`src/rtl/utype_exec_ctrl.sv`:
```
// utype_exec_ctrl: execute-stage controller for U-type instructions (LUI, AUIPC).
// Decodes the raw instruction, forms the U-type result and queues it in a
// 2-entry skid FIFO toward writeback. It also keeps per-op retire counters.
module utype_exec_ctrl #(
    parameter int CNT_W = 16
) (
    input  logic             clk,
    input  logic             rst_n,
    input  logic             in_valid,
    output logic             in_ready,
    input  logic [31:0]      in_instr,
    input  logic [31:0]      in_pc,
    input  logic             flush,
    output logic             out_valid,
    input  logic             out_ready,
    output logic [4:0]       out_rd,
    output logic [31:0]      out_result,
    output logic             out_we,
    output logic [5:0]       alu_select,
    output logic             illegal,
    output logic [CNT_W-1:0] lui_count,
    output logic [CNT_W-1:0] auipc_count
);

    localparam logic [6:0] OPC_LUI   = 7'b0110111;
    localparam logic [6:0] OPC_AUIPC = 7'b0010111;

    localparam logic [5:0] SEL_NONE  = 6'b000000;
    localparam logic [5:0] SEL_LUI   = 6'b000001;
    localparam logic [5:0] SEL_AUIPC = 6'b000010;

    localparam logic [1:0] CNT_EMPTY = 2'd0;
    localparam logic [1:0] CNT_ONE   = 2'd1;
    localparam logic [1:0] CNT_FULL  = 2'd2;

    localparam logic [CNT_W-1:0] RETIRE_INC = {{(CNT_W-1){1'b0}}, 1'b1};

    // Decoded view of the incoming instruction
    logic [6:0]  dec_opcode;
    logic [4:0]  dec_rd;
    logic [31:0] dec_imm_u;
    logic        dec_is_lui;
    logic        dec_is_auipc;
    logic        dec_is_utype;
    logic [5:0]  dec_sel;
    logic [31:0] dec_result;

    // Handshake strobes
    logic accept;
    logic push;
    logic pop;

    // FIFO storage; op bit is 1 for AUIPC, 0 for LUI
    logic [4:0]  ent_rd_q     [2];
    logic [4:0]  ent_rd_d     [2];
    logic [31:0] ent_result_q [2];
    logic [31:0] ent_result_d [2];
    logic        ent_we_q     [2];
    logic        ent_we_d     [2];
    logic        ent_op_q     [2];
    logic        ent_op_d     [2];

    // FIFO control
    logic [1:0] count_q, count_d;
    logic       wr_ptr_q, wr_ptr_d;
    logic       rd_ptr_q, rd_ptr_d;

    // Status and counters
    logic [5:0]       alu_select_q, alu_select_d;
    logic             illegal_q, illegal_d;
    logic [CNT_W-1:0] lui_count_q, lui_count_d;
    logic [CNT_W-1:0] auipc_count_q, auipc_count_d;

    // Decode opcode, destination and U-immediate; AUIPC adds PC modulo 2^32
    always_comb begin
        dec_opcode   = in_instr[6:0];
        dec_rd       = in_instr[11:7];
        dec_imm_u    = {in_instr[31:12], 12'b0};
        dec_is_lui   = (dec_opcode == OPC_LUI);
        dec_is_auipc = (dec_opcode == OPC_AUIPC);
        dec_is_utype = dec_is_lui | dec_is_auipc;
        dec_sel      = SEL_NONE;
        dec_result   = dec_imm_u;
        if (dec_is_lui) begin
            dec_sel    = SEL_LUI;
            dec_result = dec_imm_u;
        end else if (dec_is_auipc) begin
            dec_sel    = SEL_AUIPC;
            dec_result = in_pc + dec_imm_u;
        end
    end

    // in_ready depends only on registered occupancy, never on out_ready
    assign in_ready  = (count_q != CNT_FULL);
    assign out_valid = (count_q != CNT_EMPTY);
    assign accept    = in_valid & in_ready & ~flush;
    assign push      = accept & dec_is_utype;
    assign pop       = out_valid & out_ready;

    assign out_rd      = ent_rd_q[rd_ptr_q];
    assign out_result  = ent_result_q[rd_ptr_q];
    assign out_we      = ent_we_q[rd_ptr_q];
    assign alu_select  = alu_select_q;
    assign illegal     = illegal_q;
    assign lui_count   = lui_count_q;
    assign auipc_count = auipc_count_q;

    // Next-state for FIFO storage, pointers, occupancy, status and counters
    always_comb begin
        ent_rd_d      = ent_rd_q;
        ent_result_d  = ent_result_q;
        ent_we_d      = ent_we_q;
        ent_op_d      = ent_op_q;
        wr_ptr_d      = wr_ptr_q;
        rd_ptr_d      = rd_ptr_q;
        count_d       = count_q;
        alu_select_d  = alu_select_q;
        illegal_d     = accept & ~dec_is_utype;
        lui_count_d   = lui_count_q;
        auipc_count_d = auipc_count_q;

        if (push) begin
            ent_rd_d[wr_ptr_q]     = dec_rd;
            ent_result_d[wr_ptr_q] = dec_result;
            ent_we_d[wr_ptr_q]     = (dec_rd != 5'd0);
            ent_op_d[wr_ptr_q]     = dec_is_auipc;
        end

        if (accept) begin
            alu_select_d = dec_sel;
        end

        // A pop retires even when it coincides with a flush
        if (pop) begin
            if (ent_op_q[rd_ptr_q]) begin
                auipc_count_d = auipc_count_q + RETIRE_INC;
            end else begin
                lui_count_d = lui_count_q + RETIRE_INC;
            end
        end

        if (flush) begin
            count_d  = CNT_EMPTY;
            wr_ptr_d = 1'b0;
            rd_ptr_d = 1'b0;
        end else begin
            if (push) begin
                wr_ptr_d = ~wr_ptr_q;
            end
            if (pop) begin
                rd_ptr_d = ~rd_ptr_q;
            end
            case ({push, pop})
                2'b10:   count_d = count_q + CNT_ONE;
                2'b01:   count_d = count_q - CNT_ONE;
                default: count_d = count_q;
            endcase
        end
    end

    // State registers with asynchronous active-low clear
    always_ff @(posedge clk or negedge rst_n) begin
        if (!rst_n) begin
            ent_rd_q      <= '{default: '0};
            ent_result_q  <= '{default: '0};
            ent_we_q      <= '{default: 1'b0};
            ent_op_q      <= '{default: 1'b0};
            wr_ptr_q      <= 1'b0;
            rd_ptr_q      <= 1'b0;
            count_q       <= CNT_EMPTY;
            alu_select_q  <= SEL_NONE;
            illegal_q     <= 1'b0;
            lui_count_q   <= '0;
            auipc_count_q <= '0;
        end else begin
            ent_rd_q      <= ent_rd_d;
            ent_result_q  <= ent_result_d;
            ent_we_q      <= ent_we_d;
            ent_op_q      <= ent_op_d;
            wr_ptr_q      <= wr_ptr_d;
            rd_ptr_q      <= rd_ptr_d;
            count_q       <= count_d;
            alu_select_q  <= alu_select_d;
            illegal_q     <= illegal_d;
            lui_count_q   <= lui_count_d;
            auipc_count_q <= auipc_count_d;
        end
    end

endmodule

```
`config.mk`:
```
export PLATFORM = sky130hd
export DESIGN_NAME = utype_exec_ctrl
export DESIGN_NICKNAME = d
export VERILOG_FILES = /design/src/rtl/utype_exec_ctrl.sv
export SDC_FILE = /design/constraint.sdc
export NUM_CORES = 1
export LEC_CHECK = 0
export BUFFER_PORTS_ARGS = -buffer_cell sky130_fd_sc_hd__buf_2
export CORE_ASPECT_RATIO = 0.6
export CORE_MARGIN = 10
export CORE_UTILIZATION = 35
export DETAILED_ROUTE_END_ITERATION = 12
export REMOVE_ABC_BUFFERS = 1
export SKIP_CTS_REPAIR_TIMING = 1
export SYNTH_ARGS = -nofsm -noshare
export SYNTH_HDL_FRONTEND = slang
export SYNTH_SLANG_ARGS = --single-unit
```
`constraint.sdc`:
```
create_clock -name clk -period 5.6 [get_ports clk]
set_input_delay 0.84 -clock clk [delete_from_list [all_inputs] [get_ports clk]]
set_output_delay 0.84 -clock clk [all_outputs]
set_load 0.01 [all_outputs]
```
==> summary.txt <==
GRT
  • Total global routing overflow: 0
  • Initial antenna violation count: 2
  • First-pass GRT wire length: 27600 um
  • Total Routing Usage GR: 14.6%
  • Largest net degree at the start of global routing: 63
  • Vias in the first global route: 5037

Floorplanning
  • Die area: 0.0237 sq mm
  • Row count: 37
  • Num ports: 148
  • Core Region: 0.0173 sq mm
  • Die width: 192 um
  • Die Y: 123 um
  • Starting density of the core: 36.0%

Setup path
  • R2R depth: 5
  • CP Max Fanout: 3
  • Crit end category: flop
  • Critical path launch point type: input pin
  • Crit-path cells: buf_2 > ha_1 > inv_1 > fa_1 > nor2b_1 > o2111ai_1 > a41oi_1 > o21ai_0 > o32ai_1 > xor2_1 > nand2_1 > a31oi_1
  • Origin of the critical flop-to-flop path: count_q[1]
  • Worst setup path startpoint: in_instr[12]
  • CP Class: input pin to flop
  • Worst R2R Setup Slack: 3.01 ns
  • Slowest CP cell: fa_1
  • Critical path's largest stage delay: 0.39 ns
  • Worst r2r dst: ent_result_q[31]
  • CP Data Required Time: 5.92 ns
  • Worst Path Arrival: 3.31 ns

Clock tree
  • Clk root buf: clkbuf_16
  • Cts bufs inserted: 17
  • Clk buf depth: 2
  • Clock Pin Slew Worst Setup and Hold Paths: 0.06 ns
  • H-tree depth: 4
  • TritonCTS clock tree: built
  • Worst-skew pair later-pin latency: 0.40 ns
  • CTS sink cnt: 117

Timing
  • Clock Skews: 0.0109 ns
  • Slew HR: 31.3%
  • Final setup viols: 0
  • Final min period: 2.99 ns
  • Setup total negative slack: 0 ns
  • Crit share post-route: 53.4%
  • Slew of the pin with the lowest slew margin: 1.03 ns
  • Peak Freq: 334 MHz
  • Unrepaired setup endpoints after global routing: false
  • Final hold vios: 0
  • Final Slew Violations: 0
  • Hold slack: 0.470 ns

Outcome
  • Status: finished clean

Cells and area
  • Most common cell after layout, fill and taps aside: buf_2
  • Share of post-route cells with drive strength above 1: 29.4%
  • Nets: 884
  • Commonest non-fill, non-tap cells in the layout: buf_2 (142), nand2_1 (138), dfrtp_1 (116)
  • Post-Layout Cell Count: 1041
  • Number of fill cells: 1716
  • Synthesis-to-layout area growth: 25.1%

Power
  • Power Density: 293 mW/mm^2
  • Worst VDD drop: 0.166 mV
  • Pleak: 3.90 nW
  • Design Power: 2.29 mW

Detailed routing
  • Drt pass-1 iters: 5
  • Via count: 5059
  • WL per Instance: 16.8 um
  • Iter 0 DRT Violations: 292
  • Via density: 4.86
  • Detailed-route DRC error count: 0
  • Post-DRT Antenna Nets: 0
  • Routed wire length: 17500 um

Hold path
  • Hold EP: lui_count[15]
  • Hold Path Class: flop to flop
  • WHS Path Cells: 1
  • Hold_sp: lui_count[15]

Synth
  • Syn Area/Cell: 9.49 sq um
  • YS warnings: 0
  • Synth top area cells: dfrtp_1 (47%), mux2_2 (8.5%), nand2_1 (8.3%), o21ai_0 (5.6%), ha_1 (4.2%)
  • Post-Syn Area: 0.00623 sq mm
  • Post-synthesis async set-or-reset flop share: 100%
  • Area fraction of the dominant cell type after synthesis: 47.0%
  • Post-synth cell types: 52
  • Main flop type after synthesis: dfrtp_1
  • Sequential fraction of the synthesis area: 47.0%
  • Register bit total from synthesis: 117
  • Mapped Cells: 657
  • Synth area leader: dfrtp_1
  • Post-synth EDFFs: 0

Placed design
  • GP Congestion: 0.866
  • Hpwl dp: 12900 um
  • Dpl cells: 1008
  • Port bufs: 143

Job
  • # Max-Cap Violations: 0
==> cell type report <==
cell class | instances | area [sq um] | share of cell area [%]
inverters | 9 | 33.8 | 0.433
flip-flops and latches | 117 | 2930 | 37.6
diodes | 1 | 2.50 | 0.0321
clock inverters | 14 | 203 | 2.60
well taps | 234 | 293 | 3.75
clock buffers | 18 | 429 | 5.50
repair buffers | 149 | 763 | 9.79
multi-input cells | 499 | 3150 | 40.3
==> cells in the mapped netlist (all sizes together) (2+ instances only) <==
library cell / n
a21o: 7
a21oi: 27
a31oi: 8
and3: 6
and4: 2
buf: 11
clkbuf: 24
dfrtp: 117
ha: 21
inv: 9
mux2: 47
mux2i: 6
nand2: 138
nand2b: 4
nand3: 18
nand3b: 2
nand4: 14
nor2: 41
nor2b: 5
nor3: 6
nor3b: 3
o21a: 2
o21ai: 71
o221ai: 2
o31ai: 2
xnor2: 24
xor2: 21
==> through the flow <==
step                util [%]  instance area (sq um)  setup WS, ns
floorplan                  -                   6090          2.70
global placement        41.4                   7160          2.32
detailed placement      41.4                   7160          2.21
CTS                     45.0                   7800          2.60
global route            45.0                   7800          2.38
finish                  45.0                   7800          2.61
==> report_power, final <==
| group | switching [mW] | internal, mW |
|---|---|---|
| logic | 0.146 | 0.105 |
| clock network | 0.409 | 0.751 |
| registers | 0.0117 | 0.865 |
==> layer usage <==
metal / vias up / GRT usage, % / part of all wire [%]
li1: 2555 / - / -
met1: 2355 / 21.9 / 52
met2: 133 / 19.2 / 39
met3: 14 / 4.81 / 7.3
met4: 2 / 3.71 / 0.76
met5: - / 0 / 0.074
==> sequential cells by signal (all words and copies together) (netlist names) <==
signal        flops
wr_ptr_q          1
alu_select        2
illegal           1
lui_count        16
count_q           2
ent_we_q          2
auipc_count      16
ent_op_q          2
rd_ptr_q          1
ent_result_q     64
ent_rd_q         10
==> cells by family after synthesis <==
family,after synthesis,synth area share (%)
AOI/OAI and AO/OA,131,12.5
xor gates and xnor gates,45,6.32
adders and majority gates,22,4.54
buffers and inverters,44,2.95
DFF,117,47.0
muxes,53,9.45
other,1,0.0602
and+or+nand+nor,244,17.2
==> how the worst max path moves through the flow <==
stage                             endpoint  depth (start not counted)
after floorplan           ent_result_q[28]                         11
after global placement    ent_result_q[60]                         12
after detailed placement  ent_result_q[60]                         12
after CTS                        out_rd[4]                          3
after global routing      ent_result_q[60]                         12
final                     ent_result_q[60]                         12
==> worst max-delay path: cells and delay by family <==
| family | cells | cell delay [ns] |
|---|---|---|
| AND/OR/NAND/NOR | 2 | 0.30 |
| buffers and inverters | 2 | 0.15 |
| XOR/XNOR | 1 | 0.17 |
| AO/OA/AOI/OAI | 5 | 1.28 |
| adder cells (fa/ha/maj) | 2 | 0.56 |
Power figures use the tool's default switching activity.
